`src/rtl/fetch_gshare_unit_if.sv`:
```
// Fetch-stage bus bundle: instruction-memory port, EX resolve/redirect port and IF/ID outputs.
// The bench side uses the master modport and the fetch unit uses the slave modport.
interface fetch_gshare_unit_if #(
    parameter int GHR_BITS = 4
);
    logic                stall_in;
    logic [31:0]         imem_addr_out;
    logic [31:0]         imem_data_in;
    logic                resolve_valid_in;
    logic [31:0]         resolve_pc_in;
    logic [GHR_BITS-1:0] resolve_ghr_in;
    logic                resolve_taken_in;
    logic [31:0]         resolve_target_in;
    logic                resolve_mispredict_in;
    logic [31:0]         resolve_correct_pc_in;
    logic [31:0]         pc_IF_out;
    logic [31:0]         instruction_IF_out;
    logic [31:0]         predicted_pc_IF_out;
    logic                prediction_valid_IF_out;
    logic [GHR_BITS-1:0] ghr_IF_out;

    modport master (
        output stall_in, imem_data_in, resolve_valid_in, resolve_pc_in, resolve_ghr_in,
               resolve_taken_in, resolve_target_in, resolve_mispredict_in, resolve_correct_pc_in,
        input  imem_addr_out, pc_IF_out, instruction_IF_out, predicted_pc_IF_out,
               prediction_valid_IF_out, ghr_IF_out
    );

    modport slave (
        input  stall_in, imem_data_in, resolve_valid_in, resolve_pc_in, resolve_ghr_in,
               resolve_taken_in, resolve_target_in, resolve_mispredict_in, resolve_correct_pc_in,
        output imem_addr_out, pc_IF_out, instruction_IF_out, predicted_pc_IF_out,
               prediction_valid_IF_out, ghr_IF_out
    );
endinterface

```
`src/rtl/fetch_gshare_unit.sv`:
```
// Instruction fetch with gshare direction prediction and a direct-mapped BTB.
// Optional macro FETCH_PERF_CNT_EN adds branch/mispredict performance counters.
module fetch_gshare_unit #(
    parameter logic [31:0] RESET_PC    = 32'h0000_0000,
    parameter int          BTB_ENTRIES = 16,
    parameter int          GHR_BITS    = 4
) (
    input  logic                 clk,
    input  logic                 rst,
    fetch_gshare_unit_if.slave   bus
`ifdef FETCH_PERF_CNT_EN
    ,
    output logic [31:0]          perf_branches_out,
    output logic [31:0]          perf_mispredicts_out
`endif
);
    localparam int IDX   = $clog2(BTB_ENTRIES);
    localparam int TAG_W = 32 - IDX - 2;
    localparam logic [31:0] NOP = 32'h0000_0013;

    function automatic logic [1:0] sat_update(input logic [1:0] cnt, input logic up);
        logic [1:0] res;
        if (up) begin
            res = (cnt == 2'b11) ? 2'b11 : cnt + 2'b01;
        end else begin
            res = (cnt == 2'b00) ? 2'b00 : cnt - 2'b01;
        end
        return res;
    endfunction

    logic [31:0]          pc_q, pc_d;
    logic [GHR_BITS-1:0]  ghr_q, ghr_d;
    logic [BTB_ENTRIES-1:0] btb_valid_q;
    logic [TAG_W-1:0]     btb_tag_q    [BTB_ENTRIES];
    logic [31:0]          btb_target_q [BTB_ENTRIES];
    logic [1:0]           pht_q        [BTB_ENTRIES];

    logic [IDX-1:0] idx_s, pht_idx_s, r_idx_s, r_pht_idx_s;
    logic           hit_s, pred_taken_s, kill_s;
    logic [31:0]    predicted_pc_s;
    logic           unused_s;

    assign unused_s = ^bus.resolve_pc_in[1:0];

    // Lookup: arrays read combinationally from the current PC and GHR.
    always_comb begin
        idx_s          = pc_q[IDX+1:2];
        pht_idx_s      = idx_s ^ IDX'(ghr_q);
        hit_s          = btb_valid_q[idx_s] && (btb_tag_q[idx_s] == pc_q[31:IDX+2]);
        pred_taken_s   = hit_s && pht_q[pht_idx_s][1];
        predicted_pc_s = pred_taken_s ? btb_target_q[idx_s] : pc_q + 32'd4;
        kill_s         = bus.resolve_valid_in && bus.resolve_mispredict_in;
        r_idx_s        = bus.resolve_pc_in[IDX+1:2];
        r_pht_idx_s    = r_idx_s ^ IDX'(bus.resolve_ghr_in);
    end

    // IF/ID outputs; a redirect turns the wrong-path slot into a bubble.
    always_comb begin
        bus.imem_addr_out           = pc_q;
        bus.pc_IF_out               = pc_q;
        bus.predicted_pc_IF_out     = predicted_pc_s;
        bus.ghr_IF_out              = ghr_q;
        bus.instruction_IF_out      = kill_s ? NOP : bus.imem_data_in;
        bus.prediction_valid_IF_out = pred_taken_s && !kill_s;
    end

    // Next PC / GHR: redirect beats stall beats advance.
    always_comb begin
        pc_d  = pc_q;
        ghr_d = ghr_q;
        if (kill_s) begin
            pc_d  = bus.resolve_correct_pc_in;
            ghr_d = {bus.resolve_ghr_in[GHR_BITS-2:0], bus.resolve_taken_in};
        end else if (bus.stall_in) begin
            pc_d  = pc_q;
            ghr_d = ghr_q;
        end else begin
            pc_d  = predicted_pc_s;
            ghr_d = hit_s ? {ghr_q[GHR_BITS-2:0], pred_taken_s} : ghr_q;
        end
    end

    // PC and GHR registers.
    always_ff @(posedge clk) begin
        if (!rst) begin
            pc_q  <= RESET_PC;
            ghr_q <= '0;
        end else begin
            pc_q  <= pc_d;
            ghr_q <= ghr_d;
        end
    end

    // PHT counters and BTB valid bits; resolves train even while stalled.
    always_ff @(posedge clk) begin
        if (!rst) begin
            btb_valid_q <= '0;
            for (int i = 0; i < BTB_ENTRIES; i++) begin
                pht_q[i] <= 2'b01;
            end
        end else if (bus.resolve_valid_in) begin
            pht_q[r_pht_idx_s] <= sat_update(pht_q[r_pht_idx_s], bus.resolve_taken_in);
            if (bus.resolve_taken_in) begin
                btb_valid_q[r_idx_s] <= 1'b1;
            end
        end
    end

    // BTB payload needs no reset: it is qualified by the valid bit.
    always_ff @(posedge clk) begin
        if (rst && bus.resolve_valid_in && bus.resolve_taken_in) begin
            btb_tag_q[r_idx_s]    <= bus.resolve_pc_in[31:IDX+2];
            btb_target_q[r_idx_s] <= bus.resolve_target_in;
        end
    end

`ifdef FETCH_PERF_CNT_EN
    logic [31:0] perf_br_q, perf_mp_q;

    // Free-running wrap-around event counters.
    always_ff @(posedge clk) begin
        if (!rst) begin
            perf_br_q <= 32'd0;
            perf_mp_q <= 32'd0;
        end else begin
            if (bus.resolve_valid_in) begin
                perf_br_q <= perf_br_q + 32'd1;
            end
            if (kill_s) begin
                perf_mp_q <= perf_mp_q + 32'd1;
            end
        end
    end

    assign perf_branches_out    = perf_br_q;
    assign perf_mispredicts_out = perf_mp_q;
`endif
endmodule

```
`src/flat_wrapper.sv`:
```
// flat-port wrapper written by rule: the top's interface ports become plain ports
module fetch_gshare_unit_flat 
#(
    parameter logic [31:0] RESET_PC    = 32'h0000_0000,
    parameter int          BTB_ENTRIES = 16,
    parameter int          GHR_BITS    = 4
)
  (clk, rst, bus_stall_in, bus_imem_data_in, bus_resolve_valid_in, bus_resolve_pc_in, bus_resolve_ghr_in, bus_resolve_taken_in, bus_resolve_target_in, bus_resolve_mispredict_in, bus_resolve_correct_pc_in, bus_imem_addr_out, bus_pc_IF_out, bus_instruction_IF_out, bus_predicted_pc_IF_out, bus_prediction_valid_IF_out, bus_ghr_IF_out);
  fetch_gshare_unit_if #(.GHR_BITS(GHR_BITS)) bus_i ();
  input  logic clk;
  input  logic rst;
  input wire logic [$bits(bus_i.stall_in)-1:0] bus_stall_in;
  input wire logic [$bits(bus_i.imem_data_in)-1:0] bus_imem_data_in;
  input wire logic [$bits(bus_i.resolve_valid_in)-1:0] bus_resolve_valid_in;
  input wire logic [$bits(bus_i.resolve_pc_in)-1:0] bus_resolve_pc_in;
  input wire logic [$bits(bus_i.resolve_ghr_in)-1:0] bus_resolve_ghr_in;
  input wire logic [$bits(bus_i.resolve_taken_in)-1:0] bus_resolve_taken_in;
  input wire logic [$bits(bus_i.resolve_target_in)-1:0] bus_resolve_target_in;
  input wire logic [$bits(bus_i.resolve_mispredict_in)-1:0] bus_resolve_mispredict_in;
  input wire logic [$bits(bus_i.resolve_correct_pc_in)-1:0] bus_resolve_correct_pc_in;
  output wire logic [$bits(bus_i.imem_addr_out)-1:0] bus_imem_addr_out;
  output wire logic [$bits(bus_i.pc_IF_out)-1:0] bus_pc_IF_out;
  output wire logic [$bits(bus_i.instruction_IF_out)-1:0] bus_instruction_IF_out;
  output wire logic [$bits(bus_i.predicted_pc_IF_out)-1:0] bus_predicted_pc_IF_out;
  output wire logic [$bits(bus_i.prediction_valid_IF_out)-1:0] bus_prediction_valid_IF_out;
  output wire logic [$bits(bus_i.ghr_IF_out)-1:0] bus_ghr_IF_out;
  assign bus_i.stall_in = bus_stall_in;
  assign bus_i.imem_data_in = bus_imem_data_in;
  assign bus_i.resolve_valid_in = bus_resolve_valid_in;
  assign bus_i.resolve_pc_in = bus_resolve_pc_in;
  assign bus_i.resolve_ghr_in = bus_resolve_ghr_in;
  assign bus_i.resolve_taken_in = bus_resolve_taken_in;
  assign bus_i.resolve_target_in = bus_resolve_target_in;
  assign bus_i.resolve_mispredict_in = bus_resolve_mispredict_in;
  assign bus_i.resolve_correct_pc_in = bus_resolve_correct_pc_in;
  assign bus_imem_addr_out = bus_i.imem_addr_out;
  assign bus_pc_IF_out = bus_i.pc_IF_out;
  assign bus_instruction_IF_out = bus_i.instruction_IF_out;
  assign bus_predicted_pc_IF_out = bus_i.predicted_pc_IF_out;
  assign bus_prediction_valid_IF_out = bus_i.prediction_valid_IF_out;
  assign bus_ghr_IF_out = bus_i.ghr_IF_out;
  fetch_gshare_unit #(.RESET_PC(RESET_PC), .BTB_ENTRIES(BTB_ENTRIES), .GHR_BITS(GHR_BITS)) u_core (.clk(clk), .rst(rst), .bus(bus_i));
endmodule
```
`config.mk`:
```
export PLATFORM = sky130hd
export DESIGN_NAME = fetch_gshare_unit_flat
export DESIGN_NICKNAME = d
export VERILOG_FILES = /design/src/rtl/fetch_gshare_unit_if.sv /design/src/rtl/fetch_gshare_unit.sv /design/src/flat_wrapper.sv
export SDC_FILE = /design/constraint.sdc
export NUM_CORES = 1
export LEC_CHECK = 0
export CORE_MARGIN = 4
export CORE_UTILIZATION = 30
export CTS_BUF_LIST = sky130_fd_sc_hd__clkbuf_8
export DETAILED_ROUTE_END_ITERATION = 12
export GPL_ROUTABILITY_DRIVEN = 1
export PLACE_DENSITY_LB_ADDON = 0.2
export SLEW_MARGIN = 5
export SYNTH_ARGS = -nofsm -noshare
export SYNTH_HDL_FRONTEND = slang
export SYNTH_SLANG_ARGS = --single-unit
```
`constraint.sdc`:
```
create_clock -name clk -period 5.7 [get_ports clk]
set_clock_uncertainty 0.1 [all_clocks]
set_input_delay 1.14 -clock clk [delete_from_list [all_inputs] [get_ports clk]]
set_output_delay 1.14 -clock clk [all_outputs]
set_load 0.05 [all_outputs]
```
### Word-level counts from Yosys, hierarchy flattened

Memories as Yosys holds them, arrays and structs flattened. A register that Yosys moved wholly into a read port is not among the register bits.
Index checks and enable logic that the tools add are counted.

* word-level logic and storage cells: 60
* memories: 3
* register bits after elaboration: 52
* bits of input ports: 138
* memory bits (writable): 960

Memories
* u_core.btb_target_q: depth 16, width 32, read ports 1, clocked after memory_dff 1, write ports 1, line fetch_gshare_unit.sv:35 `logic [31:0] btb_target_q [BTB_ENTRIES];`
* u_core.btb_tag_q: depth 16, width 26, read ports 1, clocked after memory_dff 1, write ports 1, line fetch_gshare_unit.sv:34 `logic [TAG_W-1:0] btb_tag_q [BTB_ENTRIES];`
* u_core.pht_q: depth 16, width 2, read ports 2, clocked after memory_dff 0, write ports 16, line fetch_gshare_unit.sv:36 `logic [1:0] pht_q [BTB_ENTRIES];`

* reductions and logical operators: 13
* eq/ne operators: 3
* muxes and demuxes: 29
* add/subtract/negate cells: 3
* order comparisons: 3
* bitwise logic cells: 3

Operators with widths (number)
* $mux W32: 4
* $add A32 B3 Y32 const B: 1
* $mux W4: 8
* $eq A26 B26 Y1: 1
* $or A16 B16 Y16: 1
* $mux W2: 6
* $lt A4 B5 Y1 const B: 2
* $mux W1: 9
* $xor A4 B4 Y4: 2
* $logic_and A1 B1 Y1: 7
* $bmux W1 S4: 1
* $demux W1 S4: 1
* $ge A4 B1 Y1 const B: 1
* $reduce_and A2 Y1: 2
* $add A2 B1 Y2 const B: 1
* $eq A2 B2 Y1 const B: 1
* $logic_not A2 Y1: 1
* $ne A2 B1 Y1 const B: 1
* $reduce_bool A2 Y1: 1
* $reduce_or A2 Y1: 1
* $sub A2 B1 Y2 const B: 1
* $logic_not A1 Y1: 1

### Longest topological paths before layout

* word-level depth: 9
* mapped depth: 16
* mapped depth without buffers: 9

### Worst setup path after synthesis

No wires, ideal clock.

* path type: reg2out
* start point: reg with a tool-made name
* end point: out bus_prediction_valid_IF_out
* arrival time: 4.188 ns
* slack: 0.272 ns
* stages on the path, launching flop included: 12
* required time: 4.460 ns
* cells stage by stage: dfxtp_1 buf_6 buf_12 buf_12 buf_12 buf_2 mux2i_1 mux2i_1 nor4bb_1 nand4b_1 or4_1 nor4b_1

RTL lines
* to (decl): line flat_wrapper.sv:25 `output wire logic [$bits(bus_i.prediction_valid_IF_out)-1:0] bus_prediction_valid_IF_out;`

==> key figures <==
Flow run
  – Max-cap violation count: 0

Synthesis
  – Area leader, netlist: edfxtp_1
  – Seq/Total Area, Yosys: 72.3%
  – Net count after synthesis: 2309
  – Mapped Cells: 2170
  – Mean Syn Cell Area: 19.1 um2
  – Async S/R FF share, synth: 0%
  – Share of the synthesized area in the top cell type: 69.6%
  – Synth area leaders: edfxtp_1, mux4_2, dfxtp_1, mux2i_1, mux2_2
  – Number of flops mapped to enable cells by yosys: 960
  – Synth Warn #: 0
  – Mapped Area: 41400 um2
  – Commonest cells post-synth: edfxtp_1, mux4_2, nand2_1
  – Most used DFF post-synth: edfxtp_1
  – Top-count cell post-synth: edfxtp_1
  – Netlist cell types: 66
  – #FFs+latches synth: 1016

Floorplan
  – Vert. Die Dim: 380 um
  – Die X: 380 um
  – # IOs: 271
  – # rows: 136
  – Initial Util: 30.2%
  – CORE AREA: 137000 um2
  – Total die area: 144000 um2

Clocking
  – CTS Sinks: 1016
  – # hold bufs at CTS: 0
  – Root Buffer: clkbuf_8
  – Total CTS buffers: 175
  – H-tree levels: 4
  – Worst-path clk slew: 0.06 ns
  – Worst-case clock buffer depth: 3
  – CTS tree: yes
  – Clk_lat worst skew: 0.86 ns

STA
  – Fin crit share: 99.3%
  – Slew margin rel.: 16.9%
  – Final setup vio count: 0
  – Final Critical Period: 5.66 ns
  – Worst-Margin Slew: 1.24 ns
  – Final setup TNS: 0 ns
  – Slew Limit Fails: 0
  – Unrepaired setup endpoints after global routing: yes
  – Final WS setup: 0.0382 ns
  – Final-report hold violation count: 0
  – FMAX: 177 MHz

Pwr
  – Final Power: 16400 uW
  – Pwr Density: 321 nW/um2
  – Peak supply drop: 0.000199 V
  – Lkg Pwr: 0.0167 uW

Worst setup path
  – Worst Path Arrival: 4.42 ns
  – Worst-path cell chain: buf_12 -> buf_16 -> mux4_2 -> mux4_2 -> xor2_4 -> nor3_2 -> and4bb_2 -> nand4_4 -> buf_12 -> clkbuf_16 -> mux2i_2 -> buf_6 -> buf_12
  – CP top delay family: multiplexers
  – Critical Path RT: 4.46 ns
  – Crit path launch type: register
  – Crit Path Max Fanout: 8
  – Combined buffer and inverter count along the critical path: 6
  – Crit path capture type: primary output
  – CP peak stage delay: 0.56 ns
  – Worst path most repeated cell: buf_12
  – Highest-delay cell along the critical path: mux4_2
  – Critical path class: reg2out

Drt
  – Drt first pass iters: 5
  – Residual DRC: 0
  – Vias per inst: 5.00
  – Wire length per cell: 27.7 um
  – Iter 0 DRT Violations: 1799
  – Final wirelength: 126 mm
  – Via Count: 22722
  – Antenna-violating nets left: 0

Finish
  – Share of cells above drive strength 1: 28.2%
  – Layout overhead on the synthesized area: 23.6%
  – Final instance area: 51200 um2
  – Final nets: 2737
  – Fillers: 12619

GRT
  – Pin count of the biggest net entering global routing: 111
  – GR Overflow Total: 0
  – Initial antenna violation count: 21
  – First-pass GRT wire length: 176 mm
  – Tot GR Track Use: 17.1%
  – Vias in the first global route: 23472

Placement
  – Placed cell areas: 46700 um2
  – PortBufs: 268
  – GPL Wtd Cong: 0.814
  – Hpwl dp: 75.1 mm
  – Pre-CTS setup slack: 0.407 ns

Worst hold path
  – Hold Startpoint: u_core.btb_valid_q[0]
  – Tightest Hold Check Type: reg2reg

Status
  – Status: finished clean
==> layout make-up <==
class	count	area, um2	area share (%)
Sequential cell	1016	30000	58.6
Multi-Input combinational cell	992	11000	21.6
Timing Repair Buffer	406	4490	8.78
Clock buffer	196	2700	5.27
Tap cell	1794	2240	4.39
Clock inverter	123	683	1.34
Inverter	7	30.0	0.0587
Antenna cell	9	22.5	0.0440
==> through the flow <==
stage | hold slack [ns] | utilization [%] | instances
after floorplan | 0.321 | - | 2170
after global placement | 0.328 | 34.0 | 4173
after detailed placement | 0.338 | 34.0 | 4173
after CTS | 0.352 | 36.8 | 4514
after global routing | 0.368 | 37.2 | 4538
final | 0.353 | 37.3 | 4543
==> layout by cell type, fill, tap and decap left out, types with 14 or more instances in the layout <==
cell type	n
mux2i_1	68
nand2_1	117
o21ai_0	19
clkinv_2	23
mux4_2	234
nor2_1	49
a21oi_1	24
a21o_1	41
nand3_1	44
clkdlybuf4s50_1	234
nor2_4	17
dfxtp_1	52
mux2_2	46
a22o_1	30
and2_1	30
clkbuf_8	196
xor2_1	24
buf_4	99
clkinv_1	25
nand2b_1	17
buf_12	45
nand4_1	14
xnor2_1	37
nor2b_1	14
inv_1	66
edfxtp_1	960
==> power by group <==
group          total, uW  switching (uW)  internal (uW)
logic               1770            1010            760
registers           8310            75.1           8240
clock network       6360            2980           3380
total              16400            4060          12400
==> logic make-up after synthesis <==
kind of cell    count (synthesis)  share of synthesized area (%)
compound gates                173                           2.95
xor+xnor                       68                           1.44
fa+ha+maj                       3                         0.0786
buf+inv                       162                           2.22
flops                        1016                           72.3
mux                           381                           16.5
simple gates                  367                           4.43
==> path summary, 6_finish.rpt <==
path                                      end  slack [ns]  cells after the start
setup / recovery  bus_predicted_pc_IF_out[25]        0.04                     13
hold reg to reg         u_core.btb_valid_q[0]        0.35                      1
hold / removal          u_core.btb_valid_q[0]        0.35                      1
setup reg to reg                     register        1.63                     13
==> flip-flops by register name, summed over array words and instances, names as in the netlist, named ones only <==
signal / count
u_core.btb_valid_q: 16
u_core.bus.ghr_IF_out: 4
u_core.btb_target_q: 512
u_core.btb_tag_q: 416
u_core.pht_q: 32
u_core.bus.imem_addr_out: 32
==> per-layer routing <==
layer / vias to the layer above / part of all wire [%] / global-route usage [%]
met5: - / 0.044 / 0
met4: 8 / 2.5 / 5.53
met3: 200 / 8.2 / 4.98
met2: 931 / 46 / 26.7
met1: 11919 / 43 / 23.1
li1: 9664 / - / -
==> timing repair <==
item,4_1_cts,5_1_grt
setup buffers,20,15
pin swaps,6,0
gates cloned,2,5
setup endpoints to repair,33,32
resized for setup,44,71
==> worst reg2reg max path: cells and delay by family, from the launching register on <==
family	cells	cell delay, ns
flip-flops	1	0.38
multiplexers	3	1.22
buffers and inverters	5	0.86
AO/OA/AOI/OAI	1	0.48
XOR/XNOR	1	0.21
AND/OR/NAND/NOR	3	0.65
Power figures use the tool's default switching activity.
